## config.mk

```make
export PLATFORM = sky130hd
export DESIGN_NAME = exu_lsu_ost_flat
export DESIGN_NICKNAME = d
export VERILOG_FILES = /design/src/rtl/exu_lsu_ost_pkg.sv /design/src/rtl/exu_lsu_ost_if.sv /design/src/rtl/exu_lsu_ost_fifo.sv /design/src/rtl/exu_lsu_ost.sv /design/src/flat_wrapper.sv
export SDC_FILE = /design/constraint.sdc
export NUM_CORES = 1
export LEC_CHECK = 0
export CORE_MARGIN = 2
export CORE_UTILIZATION = 42
export DETAILED_ROUTE_END_ITERATION = 16
export PLACE_DENSITY_LB_ADDON = 0.2
export SLEW_MARGIN = 20
export SYNTH_ARGS = -nofsm -noshare
export SYNTH_HDL_FRONTEND = slang
export SYNTH_HIERARCHICAL = 1
export SYNTH_SLANG_ARGS = --single-unit
```

## constraint.sdc

```tcl
create_clock -name clk -period 6.4 [get_ports clk]
set_input_delay 0.96 -clock clk [delete_from_list [all_inputs] [get_ports clk]]
set_output_delay 0.96 -clock clk [all_outputs]
set_load 0.005 [all_outputs]
```

## src/rtl/exu_lsu_ost_pkg.sv

```systemverilog
// ---------------------------------------------------------------------------
// exu_lsu_pkg
// Shared definitions for the execute-stage load/store unit:
//   - OST tracking entry (lsu_ost_t) pushed at request and popped at response
//   - RV32I LOAD/STORE opcode and funct3 encodings
//   - base byte strobes for byte/half/word stores
//   - immediate decoders (I-type for loads, S-type for stores)
// ---------------------------------------------------------------------------
package exu_lsu_pkg;

    localparam int OST_GPR_AW = 5;

    localparam logic [6:0] OPC_LOAD  = 7'b0000011;
    localparam logic [6:0] OPC_STORE = 7'b0100011;

    typedef enum logic [2:0] {
        LB  = 3'b000,
        LH  = 3'b001,
        LW  = 3'b010,
        LBU = 3'b100,
        LHU = 3'b101
    } load_f3_e;

    typedef enum logic [2:0] {
        SB = 3'b000,
        SH = 3'b001,
        SW = 3'b010
    } store_f3_e;

    localparam logic [3:0] STRB_B = 4'b0001;
    localparam logic [3:0] STRB_H = 4'b0011;
    localparam logic [3:0] STRB_W = 4'b1111;

    typedef struct packed {
        logic                  is_ld;
        logic [2:0]            funct3;
        logic [OST_GPR_AW-1:0] rd;
        logic [1:0]            lo;
    } lsu_ost_t;

    function automatic logic [11:0] i_imm_decode(input logic [31:0] ins);
        return ins[31:20];
    endfunction

    function automatic logic [11:0] s_imm_decode(input logic [31:0] ins);
        return {ins[31:25], ins[11:7]};
    endfunction

    // Size field funct3[1:0] selects the unshifted strobe; size 3 is not a
    // legal RV32I store and yields no bytes.
    function automatic logic [3:0] base_strobe(input logic [1:0] size);
        logic [3:0] s;
        case (size)
            2'b00:   s = STRB_B;
            2'b01:   s = STRB_H;
            2'b10:   s = STRB_W;
            default: s = 4'b0000;
        endcase
        return s;
    endfunction

endpackage

```

## src/rtl/exu_lsu_ost_if.sv

```systemverilog
// ---------------------------------------------------------------------------
// exu_lsu_ost_if
// Data-memory request/response channel of the load/store unit.
//   master : the LSU (drives request, accepts response)
//   slave  : the memory side
// Request : req_vld/req_rdy, req_addr, req_st, req_data, req_strobe
// Response: rsp_vld/rsp_rdy, rsp_data (raw aligned word)
// ---------------------------------------------------------------------------
interface exu_lsu_ost_if #(
    parameter int XLEN = 32
);
    logic              req_vld;
    logic              req_rdy;
    logic [XLEN-1:0]   req_addr;
    logic              req_st;
    logic [XLEN-1:0]   req_data;
    logic [XLEN/8-1:0] req_strobe;
    logic              rsp_vld;
    logic              rsp_rdy;
    logic [XLEN-1:0]   rsp_data;

    modport master (
        output req_vld, req_addr, req_st, req_data, req_strobe, rsp_rdy,
        input  req_rdy, rsp_vld, rsp_data
    );

    modport slave (
        input  req_vld, req_addr, req_st, req_data, req_strobe, rsp_rdy,
        output req_rdy, rsp_vld, rsp_data
    );
endinterface

```

## src/rtl/exu_lsu_ost_fifo.sv

```systemverilog
// ---------------------------------------------------------------------------
// lsu_ost_fifo
// Synchronous in-order FIFO tracking outstanding LSU requests.
// Ports: clk, rst_n (async active-low), push/din, pop/dout, count, full, empty.
// A push while full and a pop while empty are ignored.
// ---------------------------------------------------------------------------
module lsu_ost_fifo #(
    parameter int W     = 11,
    parameter int DEPTH = 2,
    parameter int CW    = $clog2(DEPTH + 1)
) (
    input  logic          clk,
    input  logic          rst_n,
    input  logic          push,
    input  logic [W-1:0]  din,
    input  logic          pop,
    output logic [W-1:0]  dout,
    output logic [CW-1:0] count,
    output logic          full,
    output logic          empty
);
    localparam int PW = (DEPTH > 1) ? $clog2(DEPTH) : 1;

    logic [W-1:0]  mem_r [DEPTH];
    logic [PW-1:0] wr_ptr_r;
    logic [PW-1:0] rd_ptr_r;
    logic [CW-1:0] count_r;
    logic          push_ok_s;
    logic          pop_ok_s;

    // Explicit wrap keeps non-power-of-two-safe behaviour and DEPTH=1 working.
    function automatic logic [PW-1:0] ptr_inc(input logic [PW-1:0] p);
        if (p == PW'(DEPTH - 1)) begin
            return '0;
        end else begin
            return p + PW'(1);
        end
    endfunction

    // Status flags and qualified push/pop.
    always_comb begin
        full      = (count_r == CW'(DEPTH));
        empty     = (count_r == '0);
        push_ok_s = push & ~full;
        pop_ok_s  = pop & ~empty;
        count     = count_r;
        dout      = mem_r[rd_ptr_r];
    end

    // Storage, pointers and occupancy count.
    always_ff @(posedge clk or negedge rst_n) begin
        if (!rst_n) begin
            for (int i = 0; i < DEPTH; i++) begin
                mem_r[i] <= '0;
            end
            wr_ptr_r <= '0;
            rd_ptr_r <= '0;
            count_r  <= '0;
        end else begin
            if (push_ok_s) begin
                mem_r[wr_ptr_r] <= din;
                wr_ptr_r        <= ptr_inc(wr_ptr_r);
            end
            if (pop_ok_s) begin
                rd_ptr_r <= ptr_inc(rd_ptr_r);
            end
            case ({push_ok_s, pop_ok_s})
                2'b10:   count_r <= count_r + CW'(1);
                2'b01:   count_r <= count_r - CW'(1);
                default: count_r <= count_r;
            endcase
        end
    end
endmodule

```

## src/rtl/exu_lsu_ost.sv

```systemverilog
// ---------------------------------------------------------------------------
// exu_lsu_ost
// Execute-stage load/store unit with up to OST_DEPTH requests in flight.
// Ports:
//   clk, rst_n          clock, async active-low reset
//   sel, inst           dispatch: current instruction is a load/store
//   issue               instruction accepted (handshake or misalign retire)
//   lsu                 memory request/response channel (exu_lsu_ost_if.master)
//   gpr_ra1/2, gpr_rd1/2  register read port
//   gpr_wen/wa/wd       load writeback
//   done, misalign, busy  completion pulse, misalign pulse, FIFO non-empty
// Optional feature: define LDST_MISALIGN_CHK_EN to retire misaligned
// half/word accesses locally with a misalign pulse instead of issuing them.
// ---------------------------------------------------------------------------
module exu_lsu_ost
    import exu_lsu_pkg::*;
#(
    parameter int XLEN      = 32,
    parameter int GPR_AW    = 5,
    parameter int OST_DEPTH = 2
) (
    input  logic              clk,
    input  logic              rst_n,
    input  logic              sel,
    input  logic [31:0]       inst,
    output logic              issue,
    exu_lsu_ost_if.master     lsu,
    output logic [GPR_AW-1:0] gpr_ra1,
    output logic [GPR_AW-1:0] gpr_ra2,
    input  logic [XLEN-1:0]   gpr_rd1,
    input  logic [XLEN-1:0]   gpr_rd2,
    output logic              gpr_wen,
    output logic [GPR_AW-1:0] gpr_wa,
    output logic [XLEN-1:0]   gpr_wd,
    output logic              done,
    output logic              misalign,
    output logic              busy
);
    localparam int SB_W = XLEN / 8;
    localparam int CW   = $clog2(OST_DEPTH + 1);
    localparam int EW   = $bits(lsu_ost_t);

    logic [6:0]      opcode_s;
    logic [2:0]      funct3_s;
    logic            is_ld_s;
    logic            is_st_s;
    logic [11:0]     imm12_s;
    logic [XLEN-1:0] imm_s;
    logic [XLEN-1:0] addr_s;
    logic [1:0]      lo_s;
    logic            mis_s;
    logic            req_vld_s;
    logic            push_s;
    logic            pop_s;
    lsu_ost_t        push_entry_s;
    lsu_ost_t        head_s;
    logic [EW-1:0]   head_bits_s;
    logic [CW-1:0]   count_s;
    logic            full_s;
    logic            empty_s;
    logic [XLEN-1:0] shifted_s;

    // Decode, register read addresses and effective address.
    always_comb begin
        opcode_s = inst[6:0];
        funct3_s = inst[14:12];
        is_ld_s  = (opcode_s == OPC_LOAD);
        is_st_s  = (opcode_s == OPC_STORE);
        gpr_ra1  = GPR_AW'(inst[19:15]);
        if (is_st_s) begin
            gpr_ra2 = GPR_AW'(inst[24:20]);
            imm12_s = s_imm_decode(inst);
        end else begin
            gpr_ra2 = '0;
            imm12_s = i_imm_decode(inst);
        end
        imm_s  = {{(XLEN-12){imm12_s[11]}}, imm12_s};
        addr_s = gpr_rd1 + imm_s;
        lo_s   = addr_s[1:0];
    end

    // Misalignment check: half needs lo[0]=0, word needs lo=0.
    always_comb begin
`ifdef LDST_MISALIGN_CHK_EN
        mis_s = ((funct3_s[1:0] == 2'b01) & lo_s[0]) |
                ((funct3_s[1:0] == 2'b10) & (lo_s != 2'b00));
`else
        mis_s = 1'b0;
`endif
    end

    // Request channel, lane alignment of store data/strobe, FIFO push entry.
    // req_vld is gated by rst_n so nothing is offered while reset is held.
    always_comb begin
        req_vld_s      = rst_n & sel & ~full_s & ~mis_s;
        lsu.req_vld    = req_vld_s;
        lsu.req_addr   = addr_s;
        lsu.req_st     = is_st_s;
        lsu.req_data   = gpr_rd2 << {lo_s, 3'b000};
        lsu.req_strobe = SB_W'({{SB_W{1'b0}}, base_strobe(funct3_s[1:0])} << lo_s);
        push_s         = req_vld_s & lsu.req_rdy;
        misalign       = rst_n & sel & mis_s;
        issue          = push_s | misalign;
        push_entry_s   = '{is_ld: is_ld_s, funct3: funct3_s, rd: inst[11:7], lo: lo_s};
    end

    lsu_ost_fifo #(
        .W     (EW),
        .DEPTH (OST_DEPTH),
        .CW    (CW)
    ) u_fifo (
        .clk   (clk),
        .rst_n (rst_n),
        .push  (push_s),
        .din   (push_entry_s),
        .pop   (pop_s),
        .dout  (head_bits_s),
        .count (count_s),
        .full  (full_s),
        .empty (empty_s)
    );

    // Response handshake, load data extraction and writeback.
    always_comb begin
        head_s      = lsu_ost_t'(head_bits_s);
        lsu.rsp_rdy = ~empty_s;
        pop_s       = lsu.rsp_vld & ~empty_s;
        done        = pop_s;
        busy        = (count_s != '0);
        gpr_wen     = pop_s & head_s.is_ld;
        gpr_wa      = GPR_AW'(head_s.rd);
        shifted_s   = lsu.rsp_data >> {head_s.lo, 3'b000};
        case (head_s.funct3)
            LB:      gpr_wd = {{(XLEN-8){shifted_s[7]}}, shifted_s[7:0]};
            LH:      gpr_wd = {{(XLEN-16){shifted_s[15]}}, shifted_s[15:0]};
            LBU:     gpr_wd = {{(XLEN-8){1'b0}}, shifted_s[7:0]};
            LHU:     gpr_wd = {{(XLEN-16){1'b0}}, shifted_s[15:0]};
            default: gpr_wd = shifted_s;
        endcase
    end
endmodule

```

## src/flat_wrapper.sv

```systemverilog
// flat-port wrapper written by rule: the top's interface ports become plain ports
module exu_lsu_ost_flat import exu_lsu_pkg::*;
#(
    parameter int XLEN      = 32,
    parameter int GPR_AW    = 5,
    parameter int OST_DEPTH = 2
)
  (clk, rst_n, sel, inst, issue, gpr_ra1, gpr_ra2, gpr_rd1, gpr_rd2, gpr_wen, gpr_wa, gpr_wd, done, misalign, busy, lsu_req_vld, lsu_req_addr, lsu_req_st, lsu_req_data, lsu_req_strobe, lsu_rsp_rdy, lsu_req_rdy, lsu_rsp_vld, lsu_rsp_data);
  exu_lsu_ost_if #(.XLEN(XLEN)) lsu_i ();
  input  logic clk;
  input  logic rst_n;
  input  logic sel;
  input  logic [31:0] inst;
  output logic issue;
  output logic [GPR_AW-1:0] gpr_ra1;
  output logic [GPR_AW-1:0] gpr_ra2;
  input  logic [XLEN-1:0] gpr_rd1;
  input  logic [XLEN-1:0] gpr_rd2;
  output logic gpr_wen;
  output logic [GPR_AW-1:0] gpr_wa;
  output logic [XLEN-1:0] gpr_wd;
  output logic done;
  output logic misalign;
  output logic busy;
  output wire logic [$bits(lsu_i.req_vld)-1:0] lsu_req_vld;
  output wire logic [$bits(lsu_i.req_addr)-1:0] lsu_req_addr;
  output wire logic [$bits(lsu_i.req_st)-1:0] lsu_req_st;
  output wire logic [$bits(lsu_i.req_data)-1:0] lsu_req_data;
  output wire logic [$bits(lsu_i.req_strobe)-1:0] lsu_req_strobe;
  output wire logic [$bits(lsu_i.rsp_rdy)-1:0] lsu_rsp_rdy;
  input wire logic [$bits(lsu_i.req_rdy)-1:0] lsu_req_rdy;
  input wire logic [$bits(lsu_i.rsp_vld)-1:0] lsu_rsp_vld;
  input wire logic [$bits(lsu_i.rsp_data)-1:0] lsu_rsp_data;
  assign lsu_req_vld = lsu_i.req_vld;
  assign lsu_req_addr = lsu_i.req_addr;
  assign lsu_req_st = lsu_i.req_st;
  assign lsu_req_data = lsu_i.req_data;
  assign lsu_req_strobe = lsu_i.req_strobe;
  assign lsu_rsp_rdy = lsu_i.rsp_rdy;
  assign lsu_i.req_rdy = lsu_req_rdy;
  assign lsu_i.rsp_vld = lsu_rsp_vld;
  assign lsu_i.rsp_data = lsu_rsp_data;
  exu_lsu_ost #(.XLEN(XLEN), .GPR_AW(GPR_AW), .OST_DEPTH(OST_DEPTH)) u_core (.clk(clk), .rst_n(rst_n), .sel(sel), .inst(inst), .issue(issue), .lsu(lsu_i), .gpr_ra1(gpr_ra1), .gpr_ra2(gpr_ra2), .gpr_rd1(gpr_rd1), .gpr_rd2(gpr_rd2), .gpr_wen(gpr_wen), .gpr_wa(gpr_wa), .gpr_wd(gpr_wd), .done(done), .misalign(misalign), .busy(busy));
endmodule
```

==> flow_metrics.py <==
metrics = {
    "synthesis": {
        "synth_common_cells": "nand2_1, a21oi_1, nor2_1",
        "synth_cell_types": 58,
        "yosys.area.top_type": "dfrtp_1",
        "syn_avg_cell_area_sq_um": 7.738,
        "ys_seq_area_frac": 0.1534,
        "yosys_warnings": 6,
        "ys_seq_elements": 26,
        "synthesis.nets": 716,
        "synth_top_area_frac": 0.1534,
        "yosysMostFrequentCell": "nand2_1",
        "synth_ff_type": "dfrtp_1",
        "syn_area_sq_mm": 0.004240,
        "ys_async_sr_fraction": 1.000,
        "synth_area_leaders": "dfrtp_1, ha_1, mux2i_1",
        "synth_edf_count": 0,
        "synthCells": 548,
    },
    "placement": {
        "dp.cells": 896,
        "port_buffers": 244,
        "place_hpwl_mm": 12.17,
        "gp_congestion": 0.8995,
    },
    "timing": {
        "worst_slew_pin_slew_ps": 1119,
        "hold_violations": 0,
        "layout_min_cycle_time_ps": 5981,
        "rsz0062_at_grt": "false",
        "fmax_ghz": 0.1672,
        "skew_ps": 11.43,
        "slew_viol_final": 0,
        "fin_crit_sh": 0.9346,
        "final-setup-viol-count": 0,
        "tns_ps": 0,
        "max_slew_margin": 0.2504,
    },
    "routing": {
        "firstDrtPassIters": 4,
        "dr_total_vias": 4924,
        "vias_per_cell": 5.471,
        "drc": 0,
        "drt_iter0_markers": 194,
        "wire_per_inst_microns": 16.75,
        "routed_wl_mm": 15.07,
        "drtAntennaViolNets": 0,
    },
    "clock_network": {
        "cts_sinks": 26,
        "clock_path_buffers": 2,
        "postCtsSetupBuffers": 0,
        "cts_buffers": 3,
        "hold_buffers": 0,
        "clock-root-buffer": "clkbuf_8",
        "cts_tree": "done",
        "h-tree-depth": 1,
        "clkLatencyLatePin_ps": 270,
        "cts-resized-gates": 0,
        "clk_pin_slew_worst_paths_ps": 80,
    },
    "floorplanning": {
        "dieArea_sq_mm": 0.01092,
        "core_area_sq_mm": 0.009774,
        "start_util": 0.4338,
        "io_pins": 256,
        "die_y_microns": 104.5,
        "rows": 36,
        "die_x_microns": 104.5,
    },
    "outcome": {
        "status": "finished clean",
    },
    "pwr": {
        "ir_worst_vdd_uv": 194.1,
        "p_leak_nw": 2.857,
        "power.density_mw_per_mm2": 322.0,
    },
    "min_path": {
        "min-delay-path-class": "reg2reg",
    },
    "critical_path": {
        "r2r_slack_ps": 4210,
        "end_kind": "primary output",
        "cp_max_fo": 7,
        "required_ps": 5440,
        "cp-start-kind": "input pin",
        "cp.arrival_ps": 5020,
        "critPathKind": "in2out",
    },
    "cells_and_area": {
        "nets": 936,
        "num_antenna_cells": 0,
        "layout.cells.non_filler": 900,
        "area_growth_pct": 59.66,
        "drive_gt1_frac": 0.07171,
    },
    "grt": {
        "grt-ovfl-total": 0,
        "grt_max_degree": 41,
        "antenna_found_initial": 0,
        "grt_util_all_layers": 0.2610,
        "grt_pass1_wl_mm": 24.23,
        "first_global_vias": 4852,
    },
    "run": {
        "cap_viol_max_count": 0,
    },
}
[sequential cells by signal, summed over array words and instances (netlist names)]
| name | count |
|---|---|
| u_core/u_fifo/mem_r | 22 |
| u_core/u_fifo/count | 2 |
| u_core/u_fifo/rd_ptr_r | 1 |
| u_core/u_fifo/wr_ptr_r | 1 |
[routing by layer]
layer  up-vias  GRT usage  share of wire  wire length (microns)
li1       2416          -              -                      -
met1      2316     0.3151           0.42                   6300
met2       178     0.4935           0.51                   7723
met3        14    0.03258          0.056                    847
met4         0    0.04826          0.013                    203
met5         -          0              0                      0
[stage by stage]
step | setup slack, ps | hold WS (ps) | cell area, sq um | power, mW | util
floorplan | 1606 | 474.9 | 4240 | 1.134 | -
global placement | 545.6 | 484.7 | 6715 | 2.048 | 0.6870
detailed placement | 454.3 | 490.8 | 6715 | 2.072 | 0.6870
CTS | 441.9 | 511.9 | 6770 | 2.184 | 0.6927
global route | 123.7 | 532.8 | 6770 | 2.336 | 0.6927
finish | 418.6 | 506.8 | 6770 | 2.180 | 0.6927
[critical path: stages]
cell and delay (ps):
clkdlybuf4s50_1 410, nor4_1 270, and3_1 280, nand2_1 170, nand2_1 110, nand2_1 60
ha_1 210, fa_2 360, a21o_2 250, a221o_1 320, a311o_2 440, a31oi_4 240
o31ai_1 110, a21o_1 190, xor2_1 130, clkdlybuf4s50_1 520
[layout make-up]
type,instances,area (sq um)
Fill cell,870,3004
Inverter,15,58.81
Clock buffer,4,55.05
Sequential cell,26,650.6
Multi-Input combinational cell,475,3374
Timing Repair Buffer,247,2465
Tap cell,133,166.4
[placed cells by master (no fill, tap or decap), types with 4 or more instances in the layout]
master and instances:
nor2_1 41, a31oi_1 4, dfrtp_1 26, xnor2_1 19
nor4_1 4, xor2_1 15, a211oi_1 16, a21o_1 11
nand2_1 63, a21oi_1 56, o21ai_1 5, mux2_2 25
inv_1 14, and2_1 11, nand3_1 6, and3_1 10
o31ai_1 4, nand4_1 5, o21ai_0 33, clkdlybuf4s50_1 244
mux2i_1 34, nor2b_1 24, mux2_4 10, clkbuf_8 4
ha_1 34
[kinds of logic after synthesis]
kind of cell,count (synthesis),synth area share
AOI/OAI and AO/OA,157,0.2305
and+or+nand+nor,179,0.2066
xor gates and xnor gates,34,0.07023
muxes,69,0.1821
adders and majority gates,35,0.1050
DFF,26,0.1534
buffers and inverters,47,0.05134
other,1,0.0008844
[where the power goes]
| part | switching, mW | internal [mW] |
|---|---|---|
| registers | 0.0635 | 0.240 |
| logic | 0.749 | 1.02 |
| clock network | 0.0489 | 0.0549 |
[path summary, 6_finish.rpt]
check,endpoint,depth (start not counted),from
max,lsu_req_addr[18],16,inst[3]
min,u_core/u_fifo/mem_r[0],1,u_core/u_fifo/mem_r[0]
max reg2reg,u_core/u_fifo/mem_r[18],6,u_core/u_fifo/count[0]
min reg2reg,u_core/u_fifo/mem_r[0],1,u_core/u_fifo/mem_r[0]
max in group asynchronous,u_core/u_fifo/mem_r[19],2,rst_n
min in group asynchronous,u_core/u_fifo/mem_r[15],2,rst_n
No activity file was read; power rests on OpenSTA's default activity.
